## src/rtl/wallet_txn_feeder.sv

```systemverilog
// wallet_txn_feeder: buffers per-wallet records and streams them to the tracer, framing each wallet and capturing its score.
// Optional macro FEEDER_TS_CHECK_EN enables the sticky in-wallet timestamp-order check on ts_err.
module wallet_txn_feeder #(
  parameter int DEPTH = 16,
  parameter int MAX_TXN = 64,
  parameter int SCORE_LAT = 2
) (
  input  logic        clk,
  input  logic        rst_n,
  input  logic        s_valid,
  output logic        s_ready,
  input  logic        s_last,
  input  logic [9:0]  s_time_stamp,
  input  logic        s_in,
  input  logic [1:0]  s_method,
  input  logic [29:0] s_value,
  output logic [9:0]  time_stamp,
  output logic        in,
  output logic [1:0]  method_field,
  output logic [29:0] value,
  output logic        txn_valid,
  output logic        new_wallet,
  input  logic [6:0]  confidence_score,
  output logic [6:0]  score_out,
  output logic        score_valid,
  output logic        truncated,
  output logic [6:0]  txn_count,
  output logic [15:0] wallet_count,
  output logic        ts_err
);
  localparam int AW = $clog2(DEPTH);
  typedef enum logic [1:0] {IDLE, STREAM, CLOSE, WAIT} state_t;
  state_t state, state_nx;
  logic [43:0] mem [DEPTH];
  logic [AW:0] wr_ptr, rd_ptr;
  logic [43:0] head;
  logic [6:0] cnt_nx;
  logic [3:0] lat_cnt;
  logic empty, full, push, pop, close, last_cycle, trunc_flag;

  // Pointers carry one extra wrap bit so full and empty are distinguishable.
  assign empty = wr_ptr == rd_ptr;
  assign full = (wr_ptr ^ rd_ptr) == {1'b1, {AW{1'b0}}};
  assign s_ready = !full;
  assign push = s_valid && s_ready;
  assign head = mem[rd_ptr[AW-1:0]];

  always_ff @(posedge clk)
    if (push) mem[wr_ptr[AW-1:0]] <= {s_last, s_time_stamp, s_in, s_method, s_value};

  always_comb begin
    state_nx = state;
    case (state)
      IDLE:    state_nx = empty ? IDLE : STREAM;
      STREAM:  state_nx = close ? CLOSE : STREAM;
      CLOSE:   state_nx = WAIT;
      WAIT:    state_nx = !last_cycle ? WAIT : empty ? IDLE : STREAM;
      default: state_nx = IDLE;
    endcase
  end

  always_comb begin
    cnt_nx = (txn_count == 7'd127) ? txn_count : txn_count + 7'd1;
    pop = (state == STREAM) && !empty;
    close = pop && (head[43] || cnt_nx == 7'(MAX_TXN));
    last_cycle = (state == WAIT) && (lat_cnt == 4'(SCORE_LAT - 1));
  end

  always_ff @(posedge clk) begin
    if (!rst_n) begin
      state <= IDLE;
      wr_ptr <= '0;
      rd_ptr <= '0;
      lat_cnt <= '0;
      trunc_flag <= 1'b0;
      {time_stamp, in, method_field, value} <= '0;
      txn_valid <= 1'b0;
      new_wallet <= 1'b0;
      score_out <= '0;
      score_valid <= 1'b0;
      truncated <= 1'b0;
      txn_count <= '0;
      wallet_count <= '0;
    end else begin
      state <= state_nx;
      if (push) wr_ptr <= wr_ptr + (AW+1)'(1);
      if (pop) rd_ptr <= rd_ptr + (AW+1)'(1);
      txn_valid <= pop;
      new_wallet <= state == CLOSE;
      score_valid <= last_cycle;
      truncated <= last_cycle && trunc_flag;
      lat_cnt <= (state == WAIT) ? lat_cnt + 4'd1 : 4'd0;
      if (pop) begin
        {time_stamp, in, method_field, value} <= head[42:0];
        txn_count <= cnt_nx;
      end else if (state == IDLE) begin
        {time_stamp, in, method_field, value} <= '0;
      end
      if (close) trunc_flag <= !head[43];
      if (last_cycle) begin
        score_out <= confidence_score;
        wallet_count <= wallet_count + 16'd1;
        txn_count <= '0;
      end
    end
  end

`ifdef FEEDER_TS_CHECK_EN
  // The output time_stamp register holds the previous pop of this wallet; the first pop is skipped.
  always_ff @(posedge clk)
    if (!rst_n) ts_err <= 1'b0;
    else if (pop && txn_count != 7'd0 && head[42:33] < time_stamp) ts_err <= 1'b1;
`else
  assign ts_err = 1'b0;
`endif
endmodule

```

## config.mk

```make
export PLATFORM = sky130hd
export DESIGN_NAME = wallet_txn_feeder
export DESIGN_NICKNAME = d
export VERILOG_FILES = /design/src/rtl/wallet_txn_feeder.sv
export SDC_FILE = /design/constraint.sdc
export NUM_CORES = 1
export LEC_CHECK = 0
export BUFFER_PORTS_ARGS = -buffer_cell sky130_fd_sc_hd__buf_2
export CORE_MARGIN = 4
export CORE_UTILIZATION = 40
export DETAILED_ROUTE_END_ITERATION = 7
export PLACE_DENSITY = 0.56
export SETUP_SLACK_MARGIN = 0.05
export SYNTH_ARGS = -nofsm -noshare
export SYNTH_HDL_FRONTEND = slang
export SYNTH_SLANG_ARGS = --single-unit
```

## constraint.sdc

```tcl
create_clock -name clk -period 6.42 [get_ports clk]
set_input_delay 1.605 -clock clk [delete_from_list [all_inputs] [get_ports clk]]
set_output_delay 1.605 -clock clk [all_outputs]
set_load 0.02 [all_outputs]
```

### Word level (Yosys, flattened, before mapping)

Memory sizes are Yosys's and may differ from the RTL's. A register that Yosys moved wholly into a read port is not among the register bits.
Cells that the tools add are included.

| storage, ports and cells | value |
|---|---|
| output and inout bits | 79 |
| input port bits | 54 |
| bits in writable memories | 704 |
| word-level logic and storage cells | 62 |
| memories kept | 1 |
| bits in registers | 94 |

| cells by class | value |
|---|---|
| equal/unequal tests | 8 |
| bitwise logic cells | 2 |
| reductions and logical operators | 13 |
| multiplexer cells | 17 |
| add/sub/neg operators | 5 |

Memories:

| name | words | bits a word | rd ports | clocked after Yosys merged registers in | write ports | line | RTL |
|---|---|---|---|---|---|---|---|
| mem | 16 | 44 | 1 | 1 | 1 | 34 | `logic [43:0] mem [DEPTH];` |

Operators by type and width:

| operator | count |
|---|---|
| $mux W30 | 2 |
| $mux W10 | 2 |
| $add A16 B1 Y16 const B | 1 |
| $eq A7 B7 Y1 const B | 2 |
| $add A5 B1 Y5 const B | 2 |
| $mux W2 | 4 |
| $mux W4 | 2 |
| $pmux W2 S4 | 1 |
| $add A7 B1 Y7 const B | 1 |
| $mux W7 | 1 |
| $eq A5 B5 Y1 | 1 |
| $eq A5 B5 Y1 const B | 1 |
| $logic_and A1 B1 Y1 | 5 |
| $mux W1 | 5 |
| $xor A5 B5 Y5 | 1 |
| $add A4 B1 Y4 const B | 1 |
| $eq A2 B2 Y1 const B | 2 |
| $eq A4 B1 Y1 const B | 1 |
| $logic_not A1 Y1 | 3 |
| $eq A2 B1 Y1 const B | 1 |
| $logic_not A2 Y1 | 1 |
| $reduce_and A2 Y1 | 1 |
| $reduce_bool A2 Y1 | 1 |
| $reduce_or A2 Y1 | 1 |
| 2 further kinds | 2 |

### Logic depth before layout (Yosys ltp)

Gate-level depths: netlist of the first run.

| logic depth | value |
|---|---|
| word-level depth | 7 |
| mapped depth | 8 |

### Least setup slack after synthesis of the first run

Ideal clock, no wire load.

| timing path | value |
|---|---|
| path type | input port to flip-flop |
| start | input s_valid |
| end | memory mem[3][0], enable pin |
| arrival time | 4760 ps |
| data required time | 5920 ps |
| library setup time | 500 ps |
| setup slack | 1160 ps |
| stages on the path | 2 |
| path buffers | 0 |
| cell sequence | o211ai_1 > nor3_1 |

| between the ends | value |
|---|---|
| cells in the longest elaborated chain, start to end | 3 |

RTL lines:

| what | line | RTL |
|---|---|---|
| from (decl) | 10 | `input logic s_valid,` |
| $logic_and A1 B1 Y1 | 45 | `assign push = s_valid && s_ready;` |
| $mux W1 | 49 | `if (push) mem[wr_ptr[AW-1:0]] <= {s_last, s_time_stamp, s_in, s_method, s_value};` |
| $mux W1 (implied by the code) | 49 |  |
| to (decl) | 34 |  |

No other way between the ends.

### Worst setup path in the final report of the first run

| timing path | value |
|---|---|
| start | register wr_ptr[2] |
| end | output s_ready |

| between the ends | value |
|---|---|
| cells in the longest elaborated chain, start to end | 3 |

RTL lines:

| what | line | RTL |
|---|---|---|
| from (decl) | 35 | `logic [AW:0] wr_ptr, rd_ptr;` |
| from (signal assigned) | 86 | `if (push) wr_ptr <= wr_ptr + (AW+1)'(1);` |
| $xor A5 B5 Y5 | 43 | `assign full = (wr_ptr ^ rd_ptr) == {1'b1, {AW{1'b0}}};` |
| $eq A5 B5 Y1 | 43 |  |
| $logic_not A1 Y1 | 44 | `assign s_ready = !full;` |
| to (decl) | 11 | `output logic s_ready,` |

No other way between the ends.

==> implementation parameters, run 1 <==
Parameter                              Value

Setup path
  Type of origin of the critical path ... register
  Crit path to ... s_ready
  Startpoint of the worst-slack reg-to-reg timing path ... wr_ptr[2]
  Nature of the critical path endpoint ... output pin
  Total buffers and inverters traversed by the critical path ... 1
  End of the worst register-to-register path ... value[16]
  CP delay by family, top ... simple AND/OR/NAND/NOR gates
  Peak fanout along the critical path ... 10
  R2R depth ... 7
  Slowest cell on the critical path ... sky130_fd_sc_hd__dfxtp_1
  Chain of cells forming the critical path ... xnor2_1 -> nand4_1 -> nand2b_1 -> buf_2
  Critical path start-end classification ... register to output pin
  Worst setup path startpoint ... wr_ptr[2]
  Internal reg-to-reg setup slack ... slightly above 3 ns
  Signal arrival time at the worst endpoint ... 2.09 ns
  Biggest cell delay along the critical path ... around 0.50 ns
  Worst EP required ... about 4.8 ns
  Critical path depth ... 4

Clock tree
  Maximum count of clock buffers along a single path ... 3
  Clock net sink count ... about 800
  Post-CTS Hold Fix Bufs ... 0
  Buffer cell driving the clock tree root ... sky130_fd_sc_hd__clkbuf_16
  Clock transition at path regs ... approximately 0.06 ns
  Post CTS Setup Buffer Count ... 0
  CTS tree ... done
  CTS HTree Levels ... 3
  Number of buffers created by CTS ... 84
  Clock latency on the worst-skew pair ... 0.62 ns
  Post-cts sizing count ... 0

Yosys
  Fraction of registers with async set or reset after synthesis ... 0
  Syn Inst Count ... approximately 1400
  Area of the mapped netlist ... about 30000 um^2
  Fraction of the yosys area taken by sequential cells ... 0.759
  Post-synth net total ... about 1400
  Yosys Warn Count ... 0
  Most used DFF post-synth ... sky130_fd_sc_hd__edfxtp_1
  Mean cell area of the mapped netlist ... 22.4 um^2
  FF+latch count, synth ... around 800
  Count of unique library cells instantiated by Yosys ... 59
  Number of synthesized flops with an enable pin ... ~700

Route
  1st-pass router iterations ... 5
  Remaining DRCs ... 0
  Number of DRC violations after detailed-routing iteration 0 ... about 1300
  Via density per instance ... 5.56
  Final routed wirelength across all metal layers ... around 67 mm
  Wirelength per Cell ... 26.1 um
  Count of nets left with antenna violations after detail routing ... 0
  Detailed-route via count ... about 14000

Final layout
  Layout cell share with drive strength beyond 1 ... 0.318
  Layout net count ... about 1600
  Commonest non-fill, non-tap cell in the layout ... sky130_fd_sc_hd__edfxtp_1
  Utilization of the core after routing ... 0.465
  Layout fillers ... between 6000 and 7000
  Leading cell types in the layout, fill and taps excluded ... 704 x sky130_fd_sc_hd__edfxtp_1, 195 x sky130_fd_sc_hd__mux4_2, 131 x sky130_fd_sc_hd__buf_2, 94 x sky130_fd_sc_hd__dfxtp_1, 85 x sky130_fd_sc_hd__clkbuf_16
  Synth-to-Final Area Change ... 14.4%

Timing
  Fmax ... 0.270 GHz
  Final Critical Period ... around 3.7 ns
  Final total negative setup slack ... 0 ns
  Setup violations, final ... 0
  Measured slew at the worst slew-check pin ... 1.10 ns
  Final-report hold violation count ... 0
  Worst slew margin relative to its limit ... 0.267
  RSZ-0062 raised after global routing ... false
  Worst Clk Skew ... roughly 0.012 ns
  Period Utilization, post-route ... 0.576
  Count of final max-slew check failures ... 0

Floorplan
  Chip width ... 284 um
  Initial Utilization ... 0.406
  Std cell rows ... 100
  Number of top-level pins ... between 100 and 150
  Area of the die ... just over 80000 um^2
  Core Region ... 74900 um^2
  Die Span Y ... 284 um

Pwr
  Static power due to leakage ... approximately 11 nW
  Max rail drop VDD ... approximately 0.22 mV
  Power density over the cells ... between 300 and 400 nW/um^2
  Total Power ... between 0.01 and 0.015 W

Placement
  Total half-perimeter wirelength after legalization and detailed placement ... between 30 and 40 mm
  IO buf count ... ~130
  Routability congestion estimate from global placement ... ~0.75

Flow run
  Number of max-cap violations ... 0

Outcome
  Result of the run ... complete, no violations

GRT
  Maximum number of pins on one net before global-route repair ... 97
  Wire length of the first global-routing pass ... about 99 mm
  Number of global-route vias before repair ... 14500
  Global-route congestion overflow total ... 0
  Initial antenna violation count ... 6
  GRT Resource Usage Total ... 0.166

Worst hold path
  Min-Delay Path Class ... register to register
synth_stat cells, types with 2 or more instances:
cell type | instances | area (um^2)
sky130_fd_sc_hd__o21a_1 | 2 | 15.0
sky130_fd_sc_hd__and4b_1 | 2 | 20.0
sky130_fd_sc_hd__o2111ai_1 | 2 | 17.5
sky130_fd_sc_hd__a21oi_1 | 9 | 45.0
sky130_fd_sc_hd__buf_12 | 6 | 120
sky130_fd_sc_hd__inv_1 | 8 | 30.0
sky130_fd_sc_hd__mux4_2 | 195 | 4390
sky130_fd_sc_hd__buf_1 | 5 | 18.8
sky130_fd_sc_hd__buf_6 | 11 | 124
sky130_fd_sc_hd__nand2b_1 | 3 | 18.8
sky130_fd_sc_hd__mux4_1 | 24 | 631
sky130_fd_sc_hd__nor3_1 | 11 | 55.1
sky130_fd_sc_hd__dfxtp_1 | 98 | 1960
sky130_fd_sc_hd__xor2_1 | 8 | 70.1
sky130_fd_sc_hd__a32o_1 | 43 | 430
sky130_fd_sc_hd__and2_1 | 4 | 25.0
sky130_fd_sc_hd__nand2_1 | 14 | 52.6
sky130_fd_sc_hd__a211oi_1 | 4 | 30.0
sky130_fd_sc_hd__edfxtp_1 | 704 | 21100
sky130_fd_sc_hd__and3_1 | 20 | 125
sky130_fd_sc_hd__xnor2_1 | 18 | 158
sky130_fd_sc_hd__buf_2 | 12 | 60.1
sky130_fd_sc_hd__o211ai_1 | 3 | 22.5
sky130_fd_sc_hd__o21ai_0 | 8 | 40.0
sky130_fd_sc_hd__mux2i_1 | 3 | 30.0
sky130_fd_sc_hd__nand4_1 | 4 | 25.0
sky130_fd_sc_hd__nand3_1 | 7 | 35.0
sky130_fd_sc_hd__ha_1 | 9 | 113
sky130_fd_sc_hd__nor2_1 | 31 | 116
sky130_fd_sc_hd__a31oi_1 | 2 | 12.5
sky130_fd_sc_hd__a22o_1 | 8 | 70.1
sky130_fd_sc_hd__nor4_1 | 2 | 12.5
sky130_fd_sc_hd__or3_1 | 5 | 31.3
sky130_fd_sc_hd__clkbuf_1 | 43 | 161
sky130_fd_sc_hd__nor2b_1 | 6 | 37.5
through the flow:
stage / hold slack (ns) / instances / setup WS (ns) / cell area (um^2)
after floorplan: 0.431 / 1358 / 1.16 / 30400
after global routing: 0.473 / 2561 / 2.59 / 34800
final: 0.466 / 2565 / 2.72 / 34800
after CTS: 0.469 / 2561 / 2.69 / 34800
after detailed placement: 0.447 / 2406 / 2.28 / 32100
after global placement: 0.450 / 2406 / 2.41 / 32100
power breakdown:
part | switching [W] | internal (W) | total, W
Clock | 0.00199 | 0.00278 | 0.00476
Sequential | 0.0000827 | 0.00577 | 0.00585
Combinational | 0.000540 | 0.000513 | 0.00105
registers in the layout, indices dropped and copies added (netlist names), named ones only:
name          flops
mem             704
value            30
wallet_count     16
time_stamp       10
score_out         7
txn_count         7
rd_ptr            5
wr_ptr            5
lat_cnt           4
method_field      2
state             2
in                1
new_wallet        1
score_valid       1
trunc_flag        1
truncated         1
txn_valid         1
per-layer routing:
metal / GRT usage / part of all wire
met1: 0.239 / 0.44
met2: 0.265 / 0.48
met3: 0.0331 / 0.059
met4: 0.0391 / 0.018
met5: 0 / 0.00040
worst register-to-register path: cells and delay by family, from the launching register on:
| kind | cells | cell delay (ns) |
|---|---|---|
| buffers and inverters | 2 | 0.80 |
| and+or+nand+nor | 2 | 1.31 |
| AOI/OAI and AO/OA | 2 | 0.50 |
| xor gates and xnor gates | 1 | 0.16 |
| DFF | 1 | 0.50 |
kinds of logic (layout without fill, tap and decap cells):
| group | count (synthesis) | in the layout | share of synthesized area |
|---|---|---|---|
| DFF | 802 | 802 | 0.759 |
| muxes | 223 | 223 | 0.166 |
| and+or+nand+nor | 119 | 119 | 0.0209 |
| AOI/OAI and AO/OA | 91 | 91 | 0.0252 |
| buffers and inverters | 87 | 321 | 0.0173 |
| xor gates and xnor gates | 26 | 26 | 0.00748 |
| adders and majority gates | 9 | 9 | 0.00370 |
| other | 1 | 5 | 0.000123 |
how the worst min path moves through the flow:
stage / to / slack [ns] / cells past startpoint / startpoint
2_1_floorplan: truncated / 0.43 / 1 / trunc_flag
3_3_place_gp: value[10] / 0.45 / 1 / value[10]
3_5_place_dp: truncated / 0.45 / 1 / trunc_flag
4_1_cts: truncated / 0.47 / 1 / trunc_flag
5_1_grt: truncated / 0.47 / 1 / trunc_flag
6_report: truncated / 0.47 / 1 / trunc_flag
area by class of cell:
type / instances / area (um^2) / area share
tap: 969 / 1210 / 0.0348
clock buffer: 98 / 2190 / 0.0628
multi-input combinational: 469 / 6850 / 0.197
sequential: 802 / 23100 / 0.664
clock inverter: 57 / 529 / 0.0152
timing repair buffer: 157 / 876 / 0.0252
antenna: 4 / 10.0 / 0.000288
inverter: 9 / 33.8 / 0.000970
No activity file was read; power rests on OpenSTA's default activity.
==> inputs of run 2 (changes only) <==
--- a/config.mk
+++ b/config.mk
@@ -5,11 +5,12 @@
 export SDC_FILE = /design/constraint.sdc
 export NUM_CORES = 1
 export LEC_CHECK = 0
+export ABC_AREA = 1
 export BUFFER_PORTS_ARGS = -buffer_cell sky130_fd_sc_hd__buf_2
 export CORE_MARGIN = 4
 export CORE_UTILIZATION = 40
 export DETAILED_ROUTE_END_ITERATION = 7
-export PLACE_DENSITY = 0.56
+export PLACE_DENSITY = 0.58
 export SETUP_SLACK_MARGIN = 0.05
 export SYNTH_ARGS = -nofsm -noshare
 export SYNTH_HDL_FRONTEND = slang
==> constraint.sdc (replaced) <==
create_clock -name clk -period 3.4 [get_ports clk]
set_input_delay 0.85 -clock clk [delete_from_list [all_inputs] [get_ports clk]]
set_output_delay 0.85 -clock clk [all_outputs]
set_load 0.02 [all_outputs]
==> run 2 against run 1 <==
Routed wire length grew 19%. Die area grew 4.1%. Hold slack lost 0.015 ns. First-iteration DRC count grew 47%. Critical path depth grew 4. Combinational power grew to 5.6 times the previous value. Critical endpoint is now mem[10][41]. Largest power group unchanged. Highest routed layer unchanged.
==> implementation parameters, run 2 <==
Parameter                              Value

Yosys
  List of most frequent post-synthesis cells ... 760 x sky130_fd_sc_hd__nand2_1, 719 x sky130_fd_sc_hd__nand3_1, 704 x sky130_fd_sc_hd__edfxtp_1
  Top cell type by total area after synthesis ... sky130_fd_sc_hd__edfxtp_1
  Post-synth net total ... 2762 (+94%)
  Syn Inst Count ... 2699 (+99%)
  Most repeated cell in the gate-level netlist after synthesis ... sky130_fd_sc_hd__nand2_1
  Count of unique library cells instantiated by Yosys ... 39 (-34%)
  Number of synthesized flops with an enable pin ... 704 (unchanged)
  Synth Area in Simple Gates ... 0.217 (+0.196)
  Mean cell area of the mapped netlist ... 11.8 um^2 (-48%)
  Yosys Warn Count ... 0 (unchanged)
  Synth top area share ... 0.666 (-0.0284)
  Fraction of registers with async set or reset after synthesis ... 0 (unchanged)
  Fraction of the yosys area taken by sequential cells ... 0.728 (-0.0311)
  FF+latch count, synth ... 802 (unchanged)
  Dominant combinational cell family by area after synthesis ... simple AND/OR/NAND/NOR gates
  Adder-cell share of the synthesized area ... 0.00355 (-0.000151)
  Synth Area in Compound Gates ... 0.0173 (-0.00793)
  Mux contribution to synthesized area ... 0 (-0.166)
  Area of the mapped netlist ... 31700 um^2 (+4.3%)
  Most used DFF post-synth ... sky130_fd_sc_hd__edfxtp_1
  Xor/xnor cell area share of the yosys netlist ... 0.00304 (-0.00445)
  Top cells by area in the synthesized netlist ... sky130_fd_sc_hd__edfxtp_1 67%, sky130_fd_sc_hd__nand3_1 11%, sky130_fd_sc_hd__nand2_1 9.0%

Pwr
  Power density over the cells ... 716 nW/um^2 (+110%)
  Max rail drop VDD ... 0.505 mV (+130%)
  Static power due to leakage ... 12.8 nW (+16%)

Placement
  Routability congestion estimate from global placement ... 0.781 (+4.4%)
  Total half-perimeter wirelength after legalization and detailed placement ... 42.1 mm (+17%)
  IO buf count ... 131 (unchanged)
  Post-detailed-placement cell area ... 33600 um^2 (+4.7%)

Setup path
  Signal arrival time at the worst endpoint ... 2.82 ns (+0.73 ns)
  Biggest cell delay along the critical path ... 0.53 ns (+0.03 ns)
  Slowest cell on the critical path ... sky130_fd_sc_hd__buf_4
  Nature of the critical path endpoint ... register
  Total buffers and inverters traversed by the critical path ... 2 (+1)
  Cell with the most instances on the worst path ... sky130_fd_sc_hd__nand2_1
  R2R depth ... 8 (+1)
  Chain of cells forming the critical path ... xor2_1 -> nor2_1 -> nand3_1 -> nand2_1 -> inv_1 -> nand2_1 -> nor2_4 -> buf_4
  Startpoint of the worst-slack reg-to-reg timing path ... wr_ptr[3]
  CP delay by family, top ... simple AND/OR/NAND/NOR gates
  Type of origin of the critical path ... register
  End of the worst register-to-register path ... mem[10][41]
  Worst setup path startpoint ... wr_ptr[3]
  Peak fanout along the critical path ... 31 (+21)
  Internal reg-to-reg setup slack ... 0.82 ns (-2.27 ns)
  Critical path start-end classification ... register to register
  Worst EP required ... 3.64 ns (-1.18 ns)

Timing
  Measured slew at the worst slew-check pin ... 1.09 ns (-0.00713 ns)
  Hold slack final ... 0.451 ns (-0.0148 ns)
  RSZ-0062 raised after global routing ... false
  Count of final max-slew check failures ... 0 (unchanged)
  Setup violations, final ... 0 (unchanged)
  Worst Clk Skew ... 0.0194 ns (+0.00695 ns)
  Fmax ... a little under 0.4 GHz
  Worst slew margin relative to its limit ... 0.274 (+0.00649)
  Final Critical Period ... about 2.6 ns
  Final-report hold violation count ... 0 (unchanged)
  Period Utilization, post-route ... 0.758

Floorplan
  Chip width ... 290 um (+2.1%)
  Std cell rows ... 103 (+3.0%)
  Area of the die ... 83900 um^2 (+4.1%)
  Die Span Y ... 290 um (+2.1%)
  Number of top-level pins ... 133 (unchanged)
  Core Region ... 78900 um^2 (+5.2%)
  Initial Utilization ... 0.402 (-0.00374)

Route
  Wirelength per Cell ... 20.3 um (-22%)
  DR WL met3 ... 5.17 mm (+32%)
  1st-pass router iterations ... 6 (+1)
  Met2 WL post-DR ... 37.9 mm (+17%)
  Remaining DRCs ... 0 (unchanged)
  Final routed wirelength across all metal layers ... 79.4 mm (+19%)
  Number of DRC violations after detailed-routing iteration 0 ... 1839 (+47%)
  Via density per instance ... 5.29 (-4.8%)
  Detailed-route via count ... 20700 (+45%)
  DR top layer ... met5
  Detailed-route wire length on metal 1 ... 34.9 mm (+18%)
  Count of nets left with antenna violations after detail routing ... 0 (unchanged)

Clock tree
  Clock latency on the worst-skew pair ... 0.63 ns (about the same)
  Buffer cell driving the clock tree root ... sky130_fd_sc_hd__clkbuf_16
  Post-cts sizing count ... 0 (unchanged)
  CTS tree ... done
  Post CTS Setup Buffer Count ... 0 (unchanged)
  Post-CTS Hold Fix Bufs ... 0 (unchanged)
  Number of buffers created by CTS ... 84 (unchanged)
  CTS HTree Levels ... 3 (unchanged)
  Clock net sink count ... 802 (unchanged)
  Maximum count of clock buffers along a single path ... 3 (unchanged)
  Clock transition at path regs ... 0.06 ns (about the same)

Worst hold path
  Hold Path End ... score_out[2]
  Hold path depth ... 2 (+1)
  Min-Delay Path Class ... input pin to register
  Worst min-delay path startpoint ... confidence_score[2]

GRT
  Initial antenna violation count ... 4 (-2)
  Global-route congestion overflow total ... 0 (unchanged)
  Maximum number of pins on one net before global-route repair ... 168 (+73%)
  GRT Resource Usage Total ... 0.188 (+0.0218)
  Wire length of the first global-routing pass ... 122 mm (+23%)
  Number of global-route vias before repair ... 20700 (+42%)

Final layout
  Layout cell share with drive strength beyond 1 ... 0.116 (-0.202)
  Number of flip-flops in the largest register ... 704 (unchanged)
  Layout fillers ... 7162 (+16%)
  Commonest non-fill, non-tap cell in the layout ... sky130_fd_sc_hd__nand2_1
  Final instance area ... 36300 um^2 (+4.2%)
  Layout net count ... 2856 (+80%)
  Synth-to-Final Area Change ... 14.3% (about the same)
  Leading cell types in the layout, fill and taps excluded ... 759 x sky130_fd_sc_hd__nand2_1, 719 x sky130_fd_sc_hd__nand3_1, 704 x sky130_fd_sc_hd__edfxtp_1, 131 x sky130_fd_sc_hd__buf_2, 94 x sky130_fd_sc_hd__dfxtp_1

Outcome
  Result of the run ... complete, no violations

Flow run
  Number of max-cap violations ... 0 (unchanged)
## run 2: changes by cell type after synthesis, moves of 10 or more
cell	previous run	this run
sky130_fd_sc_hd__and3_1	20	0
sky130_fd_sc_hd__a32o_1	43	0
sky130_fd_sc_hd__xnor2_1	18	4
sky130_fd_sc_hd__nand3_1	7	719
sky130_fd_sc_hd__nor2_1	31	47
sky130_fd_sc_hd__buf_1	5	15
sky130_fd_sc_hd__buf_4	1	11
sky130_fd_sc_hd__inv_1	8	42
sky130_fd_sc_hd__nand2_1	14	760
sky130_fd_sc_hd__mux4_2	195	0
sky130_fd_sc_hd__a21oi_1	9	64
sky130_fd_sc_hd__buf_2	12	95
sky130_fd_sc_hd__mux4_1	24	0
## run 2: worst register-to-register path: stages (launching register included)
cell and delay (ns):
sky130_fd_sc_hd__dfxtp_1 0.47, sky130_fd_sc_hd__xor2_1 0.18, sky130_fd_sc_hd__nor2_1 0.08, sky130_fd_sc_hd__nand3_1 0.11
sky130_fd_sc_hd__nand2_1 0.19, sky130_fd_sc_hd__inv_1 0.18, sky130_fd_sc_hd__nand2_1 0.25, sky130_fd_sc_hd__nor2_4 0.18
sky130_fd_sc_hd__buf_4 0.53
## run 2: power by group
part / leakage (nW) / internal, W / switching (W) / total [W]
Sequential: 7.16 / 0.0110 / 0.000215 / 0.0112
Clock: 1.30 / 0.00513 / 0.00374 / 0.00887
Combinational: 4.37 / 0.00163 / 0.00423 / 0.00587
Total: 12.8 / 0.0178 / 0.00819 / 0.0260
## run 2: how the worst max path moves through the flow
| stage | end | slack [ns] | cells after the start |
|---|---|---|---|
| 2_1_floorplan | mem[11][0] | -0.16 | 7 |
| 3_3_place_gp | mem[3][27] | 0.77 | 6 |
| 3_5_place_dp | mem[10][28] | 0.73 | 6 |
| 4_1_cts | s_ready | 0.80 | 4 |
| 5_1_grt | mem[10][41] | 0.67 | 8 |
| 6_report | mem[10][41] | 0.82 | 8 |
## run 2: through the flow
stage                     instances  setup TNS, ns  total power (W)   util  setup WS [ns]
after floorplan                2699        -106.40           0.0156      -         -0.157
after global placement         3757              0           0.0172  0.426          0.775
after detailed placement       3757              0           0.0174  0.426          0.729
after CTS                      3914              0           0.0262  0.460          0.802
after global routing           3914              0           0.0273  0.460          0.669
final                          3915              0           0.0260  0.460          0.823
## run 2: metal layers
layer,vias up,global-route usage
met5,-,0
met4,2,0.0547
met3,113,0.0318
met2,642,0.309
met1,10200,0.259
li1,9781,-
## run 2: final cells by class
class	instances	area [um^2]	share of cell area
Antenna cell	1	2.50	0.0000690
Timing Repair Buffer	176	1220	0.0336
Multi-Input combinational cell	1681	7760	0.214
Sequential cell	802	23100	0.637
Tap cell	1050	1310	0.0362
Clock inverter	42	324	0.00893
Clock buffer	115	2340	0.0645
Inverter	48	199	0.00548
## run 2: kinds of logic (layout without fill, tap and decap cells)
group / count (synthesis) / in the layout
other: 1 / 2
AO/OA/AOI/OAI: 96 / 96
flip-flops: 802 / 802
AND/OR/NAND/NOR: 1564 / 1564
buffers and inverters: 216 / 381
adder cells (fa/ha/maj): 9 / 9
XOR/XNOR: 11 / 11
==> inputs of run 3 (changes only) <==
--- a/config.mk
+++ b/config.mk
@@ -10,7 +10,7 @@
 export CORE_MARGIN = 4
 export CORE_UTILIZATION = 40
 export DETAILED_ROUTE_END_ITERATION = 7
-export PLACE_DENSITY = 0.58
+export PLACE_DENSITY = 0.56
 export SETUP_SLACK_MARGIN = 0.05
 export SYNTH_ARGS = -nofsm -noshare
 export SYNTH_HDL_FRONTEND = slang
==> constraint.sdc (replaced) <==
create_clock -name clk -period 2.52 [get_ports clk]
set_input_delay 0.63 -clock clk [delete_from_list [all_inputs] [get_ports clk]]
set_output_delay 0.63 -clock clk [all_outputs]
set_load 0.02 [all_outputs]
==> run 3 against run 2 <==
Power increased by 39%. Count of clock-buffer cells in the layout fell by 18. Clock skew rose by 0.012 ns. Global-route usage is 1.2 points higher. Routed wire length increased by 7.8%. Largest cell class unchanged. Combinational power increased by 49%. Final area grew 1.8%. Sequential share of layout area decreased by 1.1 points. Critical path type is now register to output pin. Non-clock buffer count is 33 higher. Clock power up 38%. Register-to-register slack worse by 0.55 ns. Sequential power grew 35%.
==> implementation parameters, run 3 (synthesis results as in run 2) <==
Parameter                              Value

Setup path
  CP delay by family, top ... flip-flops
  Slowest cell on the critical path ... sky130_fd_sc_hd__dfxtp_1
  End of the worst register-to-register path ... mem[5][22]
  Critical path start-end classification ... register to output pin
  Type of origin of the critical path ... register
  Chain of cells forming the critical path ... xor2_1 -> nor2_1 -> nand3_1 -> buf_2
  Worst EP required ... 1.89 ns (-1.75 ns)
  Nature of the critical path endpoint ... output pin
  Signal arrival time at the worst endpoint ... 1.71 ns (-1.11 ns)
  Crit path to ... s_ready
  R2R depth ... 9 (+1)
  Biggest cell delay along the critical path ... 0.37 ns (-0.16 ns)
  Startpoint of the worst-slack reg-to-reg timing path ... rd_ptr[0]
  Internal reg-to-reg setup slack ... 0.27 ns (-0.55 ns)
  Total buffers and inverters traversed by the critical path ... 1 (-1)
  Peak fanout along the critical path ... 6 (-81%)
  Critical path depth ... 4 (-4)
  Worst setup path startpoint ... rd_ptr[0]

Pwr
  Max rail drop VDD ... 0.827 mV (+64%)
  Power density over the cells ... 975 nW/um^2 (+36%)
  Total Power ... 0.0360 W (+39%)
  Static power due to leakage ... 13.1 nW (+2.1%)

Floorplan
  Core Region ... 78900 um^2 (unchanged)
  Initial Utilization ... 0.402 (unchanged)
  Number of top-level pins ... 133 (unchanged)
  Chip width ... 290 um (unchanged)
  Area of the die ... 83900 um^2 (unchanged)
  Std cell rows ... 103 (unchanged)
  Die Span Y ... 290 um (unchanged)

Final layout
  Layout cell share with drive strength beyond 1 ... 0.127 (+0.0109)
  Utilization of the core after routing ... 0.468 (+0.00818)
  Commonest non-fill, non-tap cell in the layout ... sky130_fd_sc_hd__nand2_1
  Synth-to-Final Area Change ... 16.3%
  Non-filler instance count after layout ... 3944 (+0.74%)
  Layout fillers ... 7107 (-0.77%)
  Number of flip-flops in the largest register ... 704 (unchanged)
  Layout net count ... 2889 (+1.2%)
  Final instance area ... 36900 um^2 (+1.8%)
  Leading cell types in the layout, fill and taps excluded ... 759 x sky130_fd_sc_hd__nand2_1, 719 x sky130_fd_sc_hd__nand3_1, 704 x sky130_fd_sc_hd__edfxtp_1, 131 x sky130_fd_sc_hd__buf_2, 93 x sky130_fd_sc_hd__dfxtp_1

Flow run
  Number of max-cap violations ... 0 (unchanged)

Clock tree
  CTS tree ... done
  Maximum count of clock buffers along a single path ... 3 (unchanged)
  Clock net sink count ... 802 (unchanged)
  Clock transition at path regs ... 0.06 ns (about the same)
  Number of buffers created by CTS ... 84 (unchanged)
  Buffer cell driving the clock tree root ... sky130_fd_sc_hd__clkbuf_16
  CTS HTree Levels ... 3 (unchanged)
  Clock latency on the worst-skew pair ... 0.64 ns (about the same)

Timing
  Worst Clk Skew ... 0.0318 ns (+0.0124 ns)
  RSZ-0062 raised after global routing ... false
  Final Critical Period ... ~2.3 ns
  Final worst slack ... 0.175 ns (-0.648 ns)
  Measured slew at the worst slew-check pin ... 0.816 ns (-0.273 ns)
  Count of final max-slew check failures ... 0 (unchanged)
  Worst slew margin relative to its limit ... 0.456 (+0.182)
  Final-report hold violation count ... 0 (unchanged)
  Setup violations, final ... 0 (unchanged)
  Fmax ... ~0.43 GHz
  Period Utilization, post-route ... 0.931

Route
  Detailed-route via count ... 21300 (+2.7%)
  Count of nets left with antenna violations after detail routing ... 0 (unchanged)
  Number of DRC violations after detailed-routing iteration 0 ... 2295 (+25%)
  1st-pass router iterations ... 5 (-1)
  Wirelength per Cell ... 21.7 um (+7.0%)
  Remaining DRCs ... 0 (unchanged)
  Via density per instance ... 5.39 (+2.0%)
  Final routed wirelength across all metal layers ... 85.6 mm (+7.8%)

GRT
  Number of global-route vias before repair ... 20200 (-2.6%)
  Wire length of the first global-routing pass ... 127 mm (+4.4%)
  Global-route congestion overflow total ... 0 (unchanged)
  GRT Resource Usage Total ... 0.201 (+0.0124)
  Initial antenna violation count ... 3 (-1)
  Maximum number of pins on one net before global-route repair ... 148 (-12%)

Outcome
  Result of the run ... complete, no violations

Placement
  IO buf count ... 131 (unchanged)
  Pre-CTS worst setup slack ... 0.313 ns (-0.417 ns)
  Post-detailed-placement cell area ... 34200 um^2 (+1.8%)
  Total half-perimeter wirelength after legalization and detailed placement ... 51.0 mm (+21%)
  Cell count after placement ... 3790 (+0.88%)
  Routability congestion estimate from global placement ... 0.854 (+9.2%)

Worst hold path
  Min-Delay Path Class ... input pin to register
-- run 3: worst min path at each step --
| stage | start | end | slack, ns | cells after the start |
|---|---|---|---|---|
| final | confidence_score[0] | score_out[0] | 0.21 | 2 |
| after global routing | confidence_score[5] | score_out[5] | 0.18 | 2 |
| after CTS | confidence_score[6] | score_out[6] | 0.17 | 2 |
| after detailed placement | score_out[6] | score_out[6] | 0.45 | 1 |
| after global placement | lat_cnt[0] | lat_cnt[0] | 0.44 | 1 |
| after floorplan | trunc_flag | truncated | 0.42 | 2 |
-- run 3: power by group --
| group | switching [W] | total, W | internal [W] |
|---|---|---|---|
| logic | 0.00623 | 0.00873 | 0.00250 |
| clock network | 0.00517 | 0.0122 | 0.00698 |
| registers | 0.000262 | 0.0151 | 0.0148 |
| total | 0.0117 | 0.0360 | 0.0243 |
-- run 3: layout make-up --
| class | count | area (um^2) | area share |
|---|---|---|---|
| well taps | 1050 | 1310 | 0.0356 |
| inverters | 48 | 196 | 0.00532 |
| clock buffers | 97 | 2150 | 0.0583 |
| repair buffers | 209 | 1830 | 0.0495 |
| clock inverters | 56 | 549 | 0.0149 |
| flip-flops and latches | 802 | 23100 | 0.626 |
| multi-input cells | 1681 | 7760 | 0.210 |
| diodes | 1 | 2.50 | 0.0000678 |
-- run 3: what timing repair did --
item,4_1_cts,5_1_grt
gates resized for setup,0,1
buffers inserted,0,0
endpoints found under the hold margin,0,0
setup endpoints to repair,0,1
hold buffers,0,0
-- run 3: per-stage QoR --
stage                     hold slack [ns]  TNS (ns)
final                               0.207         0
after global routing                0.182         0
after CTS                           0.174         0
after detailed placement            0.451         0
after global placement              0.442         0
after floorplan                     0.424   -237.11
-- run 3: metal layers --
| layer | track usage | vias to the layer above | part of all wire |
|---|---|---|---|
| li1 | - | 9843 | - |
| met1 | 0.301 | 10500 | 0.46 |
| met2 | 0.306 | 803 | 0.45 |
| met3 | 0.0382 | 100 | 0.078 |
| met4 | 0.0440 | 2 | 0.016 |
| met5 | 0 | - | 0.000082 |
